===== config.mk =====
export PLATFORM = sky130hd
export DESIGN_NAME = multi_mode_game_ctrl_flat
export DESIGN_NICKNAME = d
export VERILOG_FILES = /design/src/rtl/multi_mode_game_ctrl_if.sv /design/src/rtl/multi_mode_game_ctrl.sv /design/src/flat_wrapper.sv
export SDC_FILE = /design/constraint.sdc
export NUM_CORES = 1
export LEC_CHECK = 0
export CAP_MARGIN = 20
export CORE_MARGIN = 3
export CORE_UTILIZATION = 47
export CTS_CLUSTER_SIZE = 30
export DETAILED_ROUTE_END_ITERATION = 10
export GPL_ROUTABILITY_DRIVEN = 1
export PLACE_DENSITY = 0.84
export RECOVER_POWER = 50
export REMOVE_ABC_BUFFERS = 1
export SETUP_SLACK_MARGIN = 0.3
export SLEW_MARGIN = 40
export SYNTH_ARGS = -nofsm -noshare
export SYNTH_HDL_FRONTEND = slang
export SYNTH_SLANG_ARGS = --single-unit

===== constraint.sdc =====
create_clock -name clk -period 1.9 [get_ports clk]
set_input_delay 0.38 -clock clk [delete_from_list [all_inputs] [get_ports clk]]
set_output_delay 0.38 -clock clk [all_outputs]
set_load 0.05 [all_outputs]

===== src/rtl/multi_mode_game_ctrl_if.sv =====
// Bundle between the game referee and its host / multi-mode counter.
// The master side is the referee; the slave side is the host and the counter.
interface multi_mode_game_ctrl_if;
    logic       start;
    logic [1:0] cfg_mode;
    logic [4:0] cfg_init_val;
    logic       rotate;
    logic       winner;
    logic       loser;
    logic       gameover;
    logic [4:0] count;
    logic [1:0] mode;
    logic       init;
    logic [4:0] init_val;
    logic       ctr_clr;
    logic       busy;
    logic       done;
    logic [3:0] round;
    logic [7:0] win_total;
    logic [7:0] lose_total;
    logic [4:0] last_count;
    logic       timeout;

    modport master (
        input  start, cfg_mode, cfg_init_val, rotate, winner, loser, gameover, count,
        output mode, init, init_val, ctr_clr, busy, done, round,
               win_total, lose_total, last_count, timeout
    );

    modport slave (
        output start, cfg_mode, cfg_init_val, rotate, winner, loser, gameover, count,
        input  mode, init, init_val, ctr_clr, busy, done, round,
               win_total, lose_total, last_count, timeout
    );
endinterface


===== src/rtl/multi_mode_game_ctrl.sv =====
// Session referee for a multi-mode counter: clear, load, run and tally rounds.
// Outputs are registered from the next state; start is only seen in IDLE.
module multi_mode_game_ctrl #(
    parameter int INIT_CYCLES = 2,
    parameter int ROUNDS      = 4,
    parameter int TIMEOUT     = 1023
) (
    input  logic                        clk,
    input  logic                        rst,
    multi_mode_game_ctrl_if.master      bus
);
    typedef enum logic [2:0] {IDLE, CLR, LOAD, RUN, NEXT} state_t;

    localparam logic [3:0]  LAST_ROUND = 4'(ROUNDS - 1);
    localparam logic [3:0]  INIT_LAST  = 4'(INIT_CYCLES - 1);
    localparam logic [11:0] WD_LAST    = 12'(TIMEOUT - 1);

    state_t      state_q, state_d;
    logic [1:0]  mode_q, mode_d;
    logic [4:0]  init_val_q, init_val_d;
    logic        init_q, init_d;
    logic        ctr_clr_q, ctr_clr_d;
    logic        busy_q, busy_d;
    logic        done_q, done_d;
    logic [3:0]  round_q, round_d;
    logic [7:0]  win_total_q, win_total_d;
    logic [7:0]  lose_total_q, lose_total_d;
    logic [4:0]  last_count_q, last_count_d;
    logic        timeout_q, timeout_d;
    logic        win_prev_q, win_prev_d;
    logic        lose_prev_q, lose_prev_d;
    logic [3:0]  init_cnt_q, init_cnt_d;
    logic [11:0] wd_q, wd_d;
    logic        win_edge, lose_edge;

    always_ff @(posedge clk or posedge rst) begin
        if (rst) begin
            state_q      <= IDLE;
            mode_q       <= '0;
            init_val_q   <= '0;
            init_q       <= 1'b0;
            ctr_clr_q    <= 1'b0;
            busy_q       <= 1'b0;
            done_q       <= 1'b0;
            round_q      <= '0;
            win_total_q  <= '0;
            lose_total_q <= '0;
            last_count_q <= '0;
            timeout_q    <= 1'b0;
            win_prev_q   <= 1'b0;
            lose_prev_q  <= 1'b0;
            init_cnt_q   <= '0;
            wd_q         <= '0;
        end else begin
            state_q      <= state_d;
            mode_q       <= mode_d;
            init_val_q   <= init_val_d;
            init_q       <= init_d;
            ctr_clr_q    <= ctr_clr_d;
            busy_q       <= busy_d;
            done_q       <= done_d;
            round_q      <= round_d;
            win_total_q  <= win_total_d;
            lose_total_q <= lose_total_d;
            last_count_q <= last_count_d;
            timeout_q    <= timeout_d;
            win_prev_q   <= win_prev_d;
            lose_prev_q  <= lose_prev_d;
            init_cnt_q   <= init_cnt_d;
            wd_q         <= wd_d;
        end
    end

    always_comb begin
        state_d      = state_q;
        mode_d       = mode_q;
        init_val_d   = init_val_q;
        done_d       = 1'b0;
        round_d      = round_q;
        win_total_d  = win_total_q;
        lose_total_d = lose_total_q;
        last_count_d = last_count_q;
        timeout_d    = timeout_q;
        win_prev_d   = win_prev_q;
        lose_prev_d  = lose_prev_q;
        init_cnt_d   = init_cnt_q;
        wd_d         = wd_q;
        win_edge     = bus.winner & ~win_prev_q;
        lose_edge    = bus.loser & ~lose_prev_q;

        case (state_q)
            IDLE: begin
                if (bus.start) begin
                    mode_d       = bus.cfg_mode;
                    init_val_d   = bus.cfg_init_val;
                    round_d      = '0;
                    win_total_d  = '0;
                    lose_total_d = '0;
                    last_count_d = '0;
                    timeout_d    = 1'b0;
                    state_d      = CLR;
                end
            end
            CLR: begin
                // Prev levels cleared so a level already high at RUN entry counts.
                win_prev_d  = 1'b0;
                lose_prev_d = 1'b0;
                init_cnt_d  = '0;
                state_d     = LOAD;
            end
            LOAD: begin
                if (init_cnt_q == INIT_LAST) begin
                    wd_d    = '0;
                    state_d = RUN;
                end else begin
                    init_cnt_d = init_cnt_q + 4'd1;
                end
            end
            RUN: begin
                win_prev_d  = bus.winner;
                lose_prev_d = bus.loser;
                if (win_edge && (win_total_q != 8'hFF)) win_total_d = win_total_q + 8'd1;
                if (lose_edge && (lose_total_q != 8'hFF)) lose_total_d = lose_total_q + 8'd1;
                if (bus.gameover) begin
                    last_count_d = bus.count;
                    wd_d         = '0;
                    state_d      = NEXT;
                end else if (win_edge || lose_edge) begin
                    wd_d = '0;
                end else if (wd_q == WD_LAST) begin
                    timeout_d = 1'b1;
                    done_d    = 1'b1;
                    state_d   = IDLE;
                end else begin
                    wd_d = wd_q + 12'd1;
                end
            end
            NEXT: begin
                if (round_q == LAST_ROUND) begin
                    done_d  = 1'b1;
                    state_d = IDLE;
                end else begin
                    round_d = round_q + 4'd1;
                    if (bus.rotate) mode_d = mode_q + 2'd1;
                    state_d = CLR;
                end
            end
            default: state_d = IDLE;
        endcase

        ctr_clr_d = (state_d == CLR);
        init_d    = (state_d == LOAD);
        busy_d    = (state_d != IDLE);
    end

    assign bus.mode       = mode_q;
    assign bus.init       = init_q;
    assign bus.init_val   = init_val_q;
    assign bus.ctr_clr    = ctr_clr_q;
    assign bus.busy       = busy_q;
    assign bus.done       = done_q;
    assign bus.round      = round_q;
    assign bus.win_total  = win_total_q;
    assign bus.lose_total = lose_total_q;
    assign bus.last_count = last_count_q;
    assign bus.timeout    = timeout_q;
endmodule


===== src/flat_wrapper.sv =====
// flat-port wrapper written by rule: the top's interface ports become plain ports
module multi_mode_game_ctrl_flat 
#(
    parameter int INIT_CYCLES = 2,
    parameter int ROUNDS      = 4,
    parameter int TIMEOUT     = 1023
)
  (clk, rst, bus_start, bus_cfg_mode, bus_cfg_init_val, bus_rotate, bus_winner, bus_loser, bus_gameover, bus_count, bus_mode, bus_init, bus_init_val, bus_ctr_clr, bus_busy, bus_done, bus_round, bus_win_total, bus_lose_total, bus_last_count, bus_timeout);
  multi_mode_game_ctrl_if bus_i ();
  input  logic clk;
  input  logic rst;
  input wire logic [$bits(bus_i.start)-1:0] bus_start;
  input wire logic [$bits(bus_i.cfg_mode)-1:0] bus_cfg_mode;
  input wire logic [$bits(bus_i.cfg_init_val)-1:0] bus_cfg_init_val;
  input wire logic [$bits(bus_i.rotate)-1:0] bus_rotate;
  input wire logic [$bits(bus_i.winner)-1:0] bus_winner;
  input wire logic [$bits(bus_i.loser)-1:0] bus_loser;
  input wire logic [$bits(bus_i.gameover)-1:0] bus_gameover;
  input wire logic [$bits(bus_i.count)-1:0] bus_count;
  output wire logic [$bits(bus_i.mode)-1:0] bus_mode;
  output wire logic [$bits(bus_i.init)-1:0] bus_init;
  output wire logic [$bits(bus_i.init_val)-1:0] bus_init_val;
  output wire logic [$bits(bus_i.ctr_clr)-1:0] bus_ctr_clr;
  output wire logic [$bits(bus_i.busy)-1:0] bus_busy;
  output wire logic [$bits(bus_i.done)-1:0] bus_done;
  output wire logic [$bits(bus_i.round)-1:0] bus_round;
  output wire logic [$bits(bus_i.win_total)-1:0] bus_win_total;
  output wire logic [$bits(bus_i.lose_total)-1:0] bus_lose_total;
  output wire logic [$bits(bus_i.last_count)-1:0] bus_last_count;
  output wire logic [$bits(bus_i.timeout)-1:0] bus_timeout;
  assign bus_i.start = bus_start;
  assign bus_i.cfg_mode = bus_cfg_mode;
  assign bus_i.cfg_init_val = bus_cfg_init_val;
  assign bus_i.rotate = bus_rotate;
  assign bus_i.winner = bus_winner;
  assign bus_i.loser = bus_loser;
  assign bus_i.gameover = bus_gameover;
  assign bus_i.count = bus_count;
  assign bus_mode = bus_i.mode;
  assign bus_init = bus_i.init;
  assign bus_init_val = bus_i.init_val;
  assign bus_ctr_clr = bus_i.ctr_clr;
  assign bus_busy = bus_i.busy;
  assign bus_done = bus_i.done;
  assign bus_round = bus_i.round;
  assign bus_win_total = bus_i.win_total;
  assign bus_lose_total = bus_i.lose_total;
  assign bus_last_count = bus_i.last_count;
  assign bus_timeout = bus_i.timeout;
  multi_mode_game_ctrl #(.INIT_CYCLES(INIT_CYCLES), .ROUNDS(ROUNDS), .TIMEOUT(TIMEOUT)) u_core (.clk(clk), .rst(rst), .bus(bus_i));
endmodule

Word-level counts from Yosys, hierarchy flattened
Index checks and enable logic that the tools add are counted.
{"block": "classes", "shift": 0, "n_reduce_logical": 19, "n_lt_le_gt_ge": 0, "n_eq_ne": 23, "mul": 0, "n_div": 0, "bitwise_logic": 4, "n_addsub": 6, "n_mux": 41}
{"cell": "$mux 12", "n": 4}
{"cell": "$pmux 8 s2", "n": 2}
{"cell": "$mux 8", "n": 3}
{"cell": "$pmux 12 s2", "n": 1}
{"cell": "$add 8x1->8 const B", "n": 2}
{"cell": "$ne 8x8->1 const B", "n": 2}
{"cell": "$pmux 4 s2", "n": 2}
{"cell": "$mux 3", "n": 5}
{"cell": "$pmux 3 s5", "n": 1}
{"cell": "$reduce_and 3->1", "n": 5}
{"cell": "$ne 2x2->1 const B", "n": 7}
{"cell": "$add 12x1->12 const B", "n": 1}
{"cell": "$eq 12x10->1 const B", "n": 1}
{"cell": "$mux 4", "n": 3}
{"cell": "$mux 5", "n": 2}
{"cell": "$pmux 5 s2", "n": 1}
{"cell": "$reduce_bool 2->1", "n": 5}
{"cell": "$eq 3x2->1 const B", "n": 3}
{"cell": "$mux 1", "n": 9}
{"cell": "$add 4x1->4 const B", "n": 2}
{"cell": "$ne 2x1->1 const B", "n": 4}
{"cell": "$pmux 1 s2", "n": 4}
{"cell": "$eq 3x1->1 const B", "n": 2}
{"cell": "$mux 2", "n": 3}
{"cell": "15 further kinds", "n": 19}
{"block": "word_totals", "n_memories": 0, "wordCells": 109, "rom_bits": 0, "in_bits": 19, "latch_bits": 0, "ramBits": 0, "register_bits": 58, "output_inout_bits": 37}

Longest topological paths before layout
Gate-level depths: netlist (run 1).
{"block": "logic_depth", "word_depth": 7, "depth_mapped": 7, "ltp_nobuf": 7}

Worst setup path before layout (run 1)
OpenSTA, ideal clock, no wires.
{"block": "synth_path", "path_type": "register to register", "startpoint": "register u_core.win_total_q[0], in the netlist u_core.bus.win_total[0]", "endpoint": "register u_core.win_total_q[5], in the netlist u_core.bus.win_total[5]", "path_slack_ns": -0.278, "required_ns": 1.822, "period_less_slack_ns": 2.178, "arrival_ns": 2.100, "stages_incl_launch_ff": 7, "setup_time_ns": 0.078, "n_path_buf": 0, "path_cell_list": "dfrtp_1 > ha_1 > and2_1 > a311oi_4 > nand3_2 > or3_1 > a21oi_1"}
{"block": "synth_via", "elab_chain_cells": 4, "elab_cells_between_ends": 7, "cone_classes": "1 x add/sub; 2 x eq/ne; 2 x mux; 2 x reduce/logical"}
{"element": "from (decl)", "line_no": "multi_mode_game_ctrl.sv:26", "rtl": "logic [7:0] win_total_q, win_total_d;"}
{"element": "from (signal assigned)", "line_no": "multi_mode_game_ctrl.sv:63", "rtl": "win_total_q <= win_total_d;"}
{"element": "branches (longest 4 deep; another with $add 8x1->8)"}
Parallel ways; which one is timed is not known. The select of a mux whose other input is x is not followed.
A chain may end at the register's enable or synchronous reset.

Worst setup path after layout (run 1)
{"block": "layout_path", "startpoint": "register u_core.init_cnt_q[1]", "endpoint": "register u_core.init_cnt_q[1]"}
{"block": "layout_via", "elab_chain_cells": 3, "elab_cells_between_ends": 6, "cone_classes": "1 x add/sub; 2 x eq/ne; 2 x mux; 1 x reduce/logical"}
{"element": "from (decl)", "line_no": "multi_mode_game_ctrl.sv:32", "rtl": "logic [3:0] init_cnt_q, init_cnt_d;"}
{"element": "from (signal assigned)", "line_no": "multi_mode_game_ctrl.sv:69", "rtl": "init_cnt_q <= init_cnt_d;"}
{"element": "$add 4x1->4 / $eq 4x1->1 (equally long branches)", "line_no": "multi_mode_game_ctrl.sv:116, multi_mode_game_ctrl.sv:112"}
{"element": "$mux 4 / $ne 2x2->1 (equally long branches)"}
{"element": "$pmux 4 s2 / $reduce_and 2->1 (equally long branches)"}
Parallel ways exist; a longest one is shown, timed or not. The select of a mux whose other input is x is not followed.

==> results.toml, run 1 <==
[power]
internal-power_mw = 3.23
p_per_area_nw_per_um2 = 1370
power_leakage_nw = 1.97
seqPwrFrac = 0.303
p_comb_frac = 0.505
switchingPower_mw = 2.59
clkPwrFrac = 0.192
sw_frac_of_total = 0.445
peakVddDrop_mv = 0.878

[clock_tree]
cts_max_level = 3
clkTransAtPathRegs_ps = 70
cts_tree = "yes"
cts_buffer_depth = 2
clock_latency_ps = 340
numCtsBuffers = 9
cts_hold_buf = 0
cts.sinks = 58
cts_root_buffer = "clkbuf_8"

[hold_path]
hp-class = "in2reg"
whs_path_depth = 3
min_to = "u_core.lose_prev_q$_DFFE_PP0P_"
hp-start = "bus_loser"

[global_route]
overflow = 0
grt_max_degree = 28
met3_usage = 0.0353
use_met1 = 0.274
busiest_layer = "met2"
grt_pass1_vias = 2570
use_met2 = 0.346
antenna_found_initial = 0
track_usage = 0.212
grt_pass1_wl_um = 12200

[yosys]
synth_top_area_cell = "dfrtp_1"
synth_seq_cells = 58
synth_top_flop_cell = "dfrtp_1"
syn-mean-instance-area_um2 = 9.75
synth-edff-count = 0
yosysTopAreaCellShare = 0.503
netlist_instances = 296
yosys-top-cells-area = "dfrtp_1 (50%), nand2_1 (7.5%), nand3_1 (4.0%)"
yosysSeqAreaShare = 0.503
yosys_warnings = 0
netlist_area_um2 = 2890
ys_async_sr_fraction = 1.00
synth_cell_type_count = 54

[critical_path]
startpoint_type = "flip-flop"
arrival_ps = 2140
cp_max_fo = 4
crit_chain = "inv_1 -> ha_2 -> nor3b_4 -> buf_6 -> nand3b_1 -> buf_6 -> o41ai_2 -> a32o_1"
crit_path_end_kind = "flip-flop"
r2r_slack_ps = 30
r2r-start = "u_core.init_cnt_q[1]$_DFFE_PP0P_"
rr_worst_depth = 8
slowest_stage = "dfrtp_1"
cp_slowest_stage_delay_ps = 370
worstReg2RegEnd = "u_core.init_cnt_q[1]$_DFFE_PP0P_"
worst-setup-path-type = "reg2reg"
cp.required_ps = 2170
crit_path_frequent_cell = "buf_6"

[floorplanning]
dieArea_um2 = 7110
rows = 27
start_util = 0.505
ios = 56
die_x_um = 84.4
core_area_um2 = 5710
die_h_um = 84.4

[cells_and_area]
nets = 434
drive_above_1_share = 0.342
final_area_um2 = 4270
postLayoutCoreUtil = 0.747
multi_input_area_um2 = 1620
fillers = 382
layout_common_cells = "buf_4 (57), dfrtp_1 (56), nand2_1 (54), nand3_1 (20), nor2_1 (17)"
num_antenna_cells = 0
regArea_um2 = 1450
area_growth_pct = 47.8
mostFrequentLayoutCell = "buf_4"

[sta]
setup_violations = 0
fin_ws_ps = 31.5
tightest_slew_ps = 802
clock.fmax_mhz = 535
final_max_slew_viol_count = 0
rsz0062_at_grt = "yes"
fin_crit_sh = 0.983
period_minus_slack_ps = 1870
finalHoldViolations = 0
clock_skew_ps = 9.91
whs_ps = 352
relSlewSlack = 0.465

[flow_run]
cap_violations = 0

[drt]
wire_per_inst_um = 18.2
via_count = 2867
drtAntennaViolNets = 0
drc = 0
vias_per_cell = 5.92
first_iter_violations = 194
postRouteWirelength_um = 8820
dr.pass1.iters = 5

[placed_design]
pre_cts_ws_ps = -227
place_area_um2 = 3620
dp.final_hpwl_um = 4740
numPortBuffers = 55
place_congestion = 0.849

[status]
status = "completed"
-- power by group through the flow --
stage	clock, mW	combinational (mW)	sequential [mW]
floorplan	0	0.740	2.43
global placement	0	2.19	1.77
detailed placement	0	2.23	1.78
CTS	1.12	2.43	1.75
global route	1.18	3.07	1.81
finish	1.12	2.94	1.77
-- metal layers --
layer / vias to the layer above / share of wire
li1: 1270 / -
met1: 1418 / 0.41
met2: 145 / 0.49
met3: 34 / 0.061
met4: 0 / 0.047
met5: - / 0
-- layout make-up --
type | count | share of cell area
inverters | 11 | 0.00968
multi-input cells | 219 | 0.380
clock buffers | 12 | 0.0340
well taps | 72 | 0.0211
clock inverters | 3 | 0.00939
flip-flops and latches | 58 | 0.341
repair buffers | 109 | 0.205
-- what timing repair did --
action / in CTS / in global routing
setup buffers: 16 / 13
setup endpoints to repair: 50 / 59
pin swaps: 8 / 19
resized for setup: 49 / 64
-- stage by stage --
step / setup TNS, ps / power (mW) / std cells
finish: 0 / 5.83 / 484
global route: -178 / 6.06 / 484
CTS: 0 / 5.30 / 471
detailed placement: -2060 / 4.01 / 440
global placement: -1430 / 3.96 / 440
floorplan: -1030 / 3.17 / 288
-- synth_stat cells (3+ instances only) --
master,n
a21oi_1,12
nand2b_1,3
dfrtp_1,58
ha_1,7
nand2_1,58
nand4_1,8
inv_1,11
xnor2_1,6
nor2_1,19
mux2i_1,3
nand3_1,23
or3_1,6
clkbuf_1,4
nor3_1,3
xor2_1,5
o21ai_0,15
and4_1,3
a311oi_1,3
and3_1,4
-- worst max path at each step --
stage,depth (start not counted),start,endpoint
after floorplan,6,u_core.bus.win_total[0]$_DFFE_PP0P_,u_core.bus.win_total[5]$_DFFE_PP0P_
after global placement,6,bus_winner,u_core.wd_q[1]$_DFFE_PP0P_
after detailed placement,6,bus_loser,u_core.wd_q[1]$_DFFE_PP0P_
after CTS,6,u_core.init_cnt_q[1]$_DFFE_PP0P_,u_core.wd_q[2]$_DFFE_PP0P_
after global routing,7,u_core.wd_q[1]$_DFFE_PP0P_,u_core.wd_q[5]$_DFFE_PP0P_
final,8,u_core.init_cnt_q[1]$_DFFE_PP0P_,u_core.init_cnt_q[1]$_DFFE_PP0P_
-- cells by family after synthesis --
| kind of cell | synth area share |
|---|---|
| adder cells (fa/ha/maj) | 0.0304 |
| AO/OA/AOI/OAI | 0.124 |
| flip-flops | 0.503 |
| AND/OR/NAND/NOR | 0.261 |
| multiplexers | 0.0182 |
| buffers and inverters | 0.0295 |
| XOR/XNOR | 0.0334 |
-- worst max-delay path, delay by kind of cell, from the launching register on --
kind,cells,cell delay (ps)
flops,1,370
compound gates,2,480
fa+ha+maj,1,170
simple gates,2,390
buf+inv,3,380
-- flip-flops by register name (all words and copies together), names as in the netlist --
register and count:
u_core.bus.mode 2, u_core.bus.timeout 1, u_core.bus.win_total 8, u_core.win_prev_q 1, u_core.bus.init 1, u_core.bus.ctr_clr 1, u_core.state_q 3, u_core.wd_q 12
u_core.lose_prev_q 1, u_core.init_cnt_q 4, u_core.bus.lose_total 8, u_core.bus.round 4, u_core.bus.init_val 5, u_core.bus.busy 1, u_core.bus.last_count 5, u_core.bus.done 1
(Power assumes the default switching activity.)
==> run 2, diff against run 1 <==
--- a/config.mk
+++ b/config.mk
@@ -6,7 +6,7 @@
 export NUM_CORES = 1
 export LEC_CHECK = 0
 export CAP_MARGIN = 20
-export CORE_MARGIN = 3
+export CORE_MARGIN = 2
 export CORE_UTILIZATION = 47
 export CTS_CLUSTER_SIZE = 30
 export DETAILED_ROUTE_END_ITERATION = 10
==> run 2 against run 1 <==
- the flow now finishes with violations (setup timing)
- global-route usage rose by 4.1 points
- clock skew fell by 3.4 ps
- via count rose by 2.7%
- die area fell by 4.7%
- fmax fell by 10%
- critical path type unchanged
- largest cell class unchanged
==> results.toml, run 2 (synthesis results as in run 1) <==
[cells_and_area]
num_antenna_cells = 0
mostFrequentLayoutCell = "buf_4"
top_register = "u_core.wd_q"
drive_above_1_share = 0.430
area_growth_pct = 57.2
nets = 444
final_cells = 498
largest_reg_flops = 12
final_area_um2 = 4540
layout_common_cells = "buf_4 (70), dfrtp_1 (53), nand2_1 (50), nand3_1 (18), clkdlybuf4s50_1 (17)"

[power]
p_per_area_nw_per_um2 = 1390
clkPwrFrac = 0.229
switchingPower_mw = 2.70
power_leakage_nw = 2.11
peakVddDrop_mv = 0.928
seqPwrFrac = 0.281
internal-power_mw = 3.61
sw_frac_of_total = 0.427
p_comb_frac = 0.489

[placed_design]
dp.final_hpwl_um = 4720
pre_cts_ws_ps = -249
place_area_um2 = 3640
place_congestion = 0.817
numPortBuffers = 55
dp.cells = 444

[drt]
wl_met1_um = 3650
dr.pass1.iters = 7
drc = 0
first_iter_violations = 262
drtAntennaViolNets = 0
postRouteWirelength_um = 9790
via_count = 2944
wire_per_inst_um = 19.7
vias_per_cell = 5.91
dr_wl_met3_um = 542
wl_met2_um = 5000
top_layer = "met4"

[clock_tree]
numCtsBuffers = 9
cts_tree = "yes"
cts_root_buffer = "clkbuf_8"
cts.sinks = 58
clkTransAtPathRegs_ps = 70
clock_latency_ps = 350
cts_max_level = 3
cts_buffer_depth = 2

[sta]
final_max_slew_viol_count = 0
finalHoldViolations = 0
tightest_slew_ps = 1280
rsz0062_at_grt = "yes"
relSlewSlack = 0.148
setup_violations = 2
whs_ps = 485
clock_skew_ps = 6.47
period_minus_slack_ps = 2080
fin_crit_sh = 1.10
fin_setup_tns_ps = -201
fin_ws_ps = -184
clock.fmax_mhz = 480

[hold_path]
whs_path_depth = 2
hp-class = "reg2reg"

[critical_path]
critPathCapture = "u_core.wd_q[9]$_DFFE_PP0P_"
cp_max_fo = 4
worstReg2RegEnd = "u_core.wd_q[9]$_DFFE_PP0P_"
startpoint_type = "flip-flop"
arrival_ps = 2310
cp.required_ps = 2120
crit_path_end_kind = "flip-flop"
critPathLaunch = "u_core.init_cnt_q[1]$_DFFE_PP0P_"
rr_worst_depth = 8
r2r-start = "u_core.init_cnt_q[1]$_DFFE_PP0P_"
r2r_slack_ps = -180
worst-setup-path-type = "reg2reg"

[global_route]
antenna_found_initial = 0
grt_pass1_vias = 2731
grt_pass1_wl_um = 12800
track_usage = 0.254
overflow = 0
grt_max_degree = 59

[floorplanning]
core_area_um2 = 5920
ios = 56
dieArea_um2 = 6780
start_util = 0.487
die_x_um = 82.4
rows = 28
die_h_um = 82.4

[status]
failed_checks = "setup timing"
status = "finished with violations"

[flow_run]
cap_violations = 0
[run 2: cell types whose count changed in the layout (fill, tap and decap cells not counted), moves of 3 or more]
| cell | previous run | this run |
|---|---|---|
| buf_4 | 57 | 70 |
| buf_6 | 11 | 14 |
| clkbuf_1 | 15 | 0 |
| clkbuf_2 | 3 | 9 |
| dfrtp_1 | 56 | 53 |
| dfrtp_2 | 2 | 5 |
| nand2_1 | 54 | 50 |
| nand2_2 | 2 | 6 |
| o21ai_1 | 2 | 5 |
[run 2: layer usage]
metal / vias up / track usage
met3: 50 / 0.0435
met5: - / 0
met2: 164 / 0.427
li1: 1292 / -
met4: 0 / 0.137
met1: 1438 / 0.310
[run 2: power by group through the flow]
stage	logic, mW	clock network [mW]	registers [mW]
after detailed placement	2.26	0	1.76
after global routing	3.26	1.51	1.80
after CTS	2.60	1.45	1.73
final	3.09	1.45	1.77
after floorplan	0.740	0	2.43
after global placement	2.21	0	1.75
[run 2: worst min path at each step]
stage                                                     from                              endpoint  slack [ps]
after floorplan                 u_core.lose_prev_q$_DFFE_PP0P_        u_core.lose_prev_q$_DFFE_PP0P_         450
after global placement      u_core.bus.init_val[2]$_DFFE_PP0P_    u_core.bus.init_val[2]$_DFFE_PP0P_         460
after detailed placement    u_core.bus.init_val[1]$_DFFE_PP0P_    u_core.bus.init_val[1]$_DFFE_PP0P_         470
after CTS                                                  rst    u_core.bus.init_val[0]$_DFFE_PP0P_         430
after global routing      u_core.bus.last_count[1]$_DFFE_PP0P_  u_core.bus.last_count[1]$_DFFE_PP0P_         520
final                       u_core.bus.init_val[1]$_DFFE_PP0P_    u_core.bus.init_val[1]$_DFFE_PP0P_         490
[run 2: through the flow]
| step | power (mW) | util |
|---|---|---|
| floorplan | 3.17 | - |
| global placement | 3.96 | 0.615 |
| detailed placement | 4.02 | 0.615 |
| CTS | 5.78 | 0.720 |
| global route | 6.57 | 0.766 |
| finish | 6.31 | 0.766 |
[run 2: final cells by class]
cell class	count	area [um^2]
fillers	360	1390
multi-input cells	219	1710
well taps	75	93.8
clock buffers	11	151
clock inverters	5	100
repair buffers	119	980
inverters	11	41.3
flip-flops and latches	58	1460
[run 2: critical path: stages (launching register included)]
cell	delay, ps
dfrtp_1	390
inv_2	80
ha_4	130
nor3b_4	260
buf_4	170
o2111ai_4	230
a311oi_2	400
xnor2_1	200
nor2_1	100
[run 2: timing repair]
item,in CTS,in global routing
resized for setup,70,69
endpoints found under the setup margin,62,62
setup buffers,26,12
cloned,0,0
hold buffers,0,0
pin swaps,21,19
==> run 3, diff against run 2 <==
==> constraint.sdc (replaced) <==
create_clock -name clk -period 1.9 [get_ports clk]
set_input_delay 0.57 -clock clk [delete_from_list [all_inputs] [get_ports clk]]
set_output_delay 0.57 -clock clk [all_outputs]
set_load 0.05 [all_outputs]
==> run 3 against run 2 <==
- the run still ends with setup timing left
- setup slack gained 170 ps
- register-to-register slack improved by 180 ps
- final cell count decreased by 2.2%
- utilization fell by 1.8 points
- die area stayed put
- sequential cell count did not move
- wire length down 12%
- critical endpoint is now u_core.wd_q[1]$_DFFE_PP0P_
==> results.toml, run 3 (synthesis results as in run 1) <==
[cells_and_area]
top_register = "u_core.wd_q"
drive_above_1_share = 0.391
mostFrequentLayoutCell = "nand2_1"
multi_input_area_um2 = 1620
layout_common_cells = "nand2_1 (55), buf_4 (53), dfrtp_1 (51), nand3_1 (19), buf_6 (19)"
regArea_um2 = 1460
largest_reg_flops = 12
area_growth_pct = 53.6
fillers = 348
num_antenna_cells = 0
postLayoutCoreUtil = 0.748
nets = 433

[global_route]
use_met1 = 0.297
busiest_layer = "met2"
grt_pass1_wl_um = 12000
overflow = 0
track_usage = 0.239
grt_pass1_vias = 2511
use_met2 = 0.382
antenna_found_initial = 0
grt_max_degree = 59
met3_usage = 0.0511

[floorplanning]
die_h_um = 82.4
dieArea_um2 = 6780
core_area_um2 = 5920
ios = 56
start_util = 0.487
die_x_um = 82.4
rows = 28

[critical_path]
rr_worst_depth = 9
r2r-start = "u_core.wd_q[0]$_DFFE_PP0P_"
startpoint_type = "input port"
cp.required_ps = 2130
cp_max_fo = 4
crit_path_end_kind = "flip-flop"
r2r_slack_ps = 0
worst-setup-path-type = "in2reg"
arrival_ps = 2140
worstReg2RegEnd = "u_core.wd_q[6]$_DFFE_PP0P_"

[drt]
first_iter_violations = 198
postRouteWirelength_um = 8630
vias_per_cell = 5.67
drtAntennaViolNets = 0
drc = 0
via_count = 2761
wire_per_inst_um = 17.7
dr.pass1.iters = 4

[clock_tree]
cts_root_buffer = "clkbuf_8"
numCtsBuffers = 9
cts_tree = "yes"
cts_hold_buf = 0
clkTransAtPathRegs_ps = 70
cts.sinks = 58
cts_max_level = 3
clock_latency_ps = 350
cts_buffer_depth = 2

[placed_design]
dp.final_hpwl_um = 4830
place_congestion = 0.832
numPortBuffers = 55
pre_cts_ws_ps = -454

[sta]
fin_setup_tns_ps = -16.2
clock_skew_ps = 8.57
clock.fmax_mhz = 523
period_minus_slack_ps = 1910
tightest_slew_ps = 779
final_max_slew_viol_count = 0
relSlewSlack = 0.480
fin_crit_sh = 1.01
setup_violations = 2
finalHoldViolations = 0
rsz0062_at_grt = "yes"
fin_ws_ps = -11.1

[power]
p_per_area_nw_per_um2 = 1340
peakVddDrop_mv = 0.889
finalPower_mw = 5.92
power_leakage_nw = 2.01

[hold_path]
hp-class = "reg2reg"
min_to = "u_core.bus.init_val[3]$_DFFE_PP0P_"
hp-start = "u_core.bus.init_val[3]$_DFFE_PP0P_"
whs_path_depth = 2

[status]
failed_checks = "setup timing"
status = "finished with violations"

[flow_run]
cap_violations = 0
## run 3: cell count changes in the layout (fill, tap and decap cells not counted), sizes merged
cell           change
dlygate4sd2        -2
clkdlybuf4s15      -4
bufinv             -2
clkbuf             +2
clkdlybuf4s50      -3
dlygate4sd3        +2
clkinv             -1
buf                -3
## run 3: worst max-delay path, cell delays in order
cell and delay (ps):
dlygate4sd3_1 610, nor3_4 280, nand2_1 130, a21boi_4 220, mux2_4 320
## run 3: layout make-up
type | count | share of cell area
multi-input combinational | 219 | 0.365
sequential | 58 | 0.330
timing repair buffer | 108 | 0.230
clock buffer | 14 | 0.0367
tap | 75 | 0.0212
inverter | 11 | 0.00932
clock inverter | 2 | 0.00791
## run 3: where the power goes
group / switching [mW] / total, mW / internal (mW)
clock network: 0.474 / 1.15 / 0.677
registers: 0.254 / 1.77 / 1.52
logic: 1.83 / 3.00 / 1.17
total: 2.55 / 5.92 / 3.37
## run 3: repair_timing
item | 4_1_cts | 5_1_grt
hold endpoints to repair | 0 | 0
pin swaps | 20 | 14
resized for setup | 44 | 54
setup buffers | 13 | 14
cloned | 0 | 0
endpoints found under the setup margin | 49 | 57
## run 3: layer usage
| metal | wire length (um) | part of all wire |
|---|---|---|
| met3 | 440 | 0.051 |
| met2 | 4500 | 0.52 |
| met4 | 320 | 0.037 |
| met5 | 0 | 0 |
| met1 | 3370 | 0.39 |
## run 3: through the flow
step	cells	area (um^2)	hold slack, ps
6_report	487	4430	490
5_1_grt	487	4430	523
4_1_cts	473	4170	489
3_5_place_dp	444	3700	472
3_3_place_gp	444	3700	461
2_1_floorplan	288	2840	450
## run 3: worst max-delay path by stage
stage / from / endpoint / cells past startpoint
3_3_place_gp: bus_loser / u_core.wd_q[9]$_DFFE_PP0P_ / 7
3_5_place_dp: bus_loser / u_core.wd_q[8]$_DFFE_PP0P_ / 7
5_1_grt: u_core.wd_q[0]$_DFFE_PP0P_ / u_core.wd_q[6]$_DFFE_PP0P_ / 9
4_1_cts: u_core.wd_q[0]$_DFFE_PP0P_ / u_core.wd_q[1]$_DFFE_PP0P_ / 7
6_report: bus_gameover / u_core.wd_q[1]$_DFFE_PP0P_ / 5
2_1_floorplan: u_core.bus.win_total[0]$_DFFE_PP0P_ / u_core.bus.win_total[5]$_DFFE_PP0P_ / 6
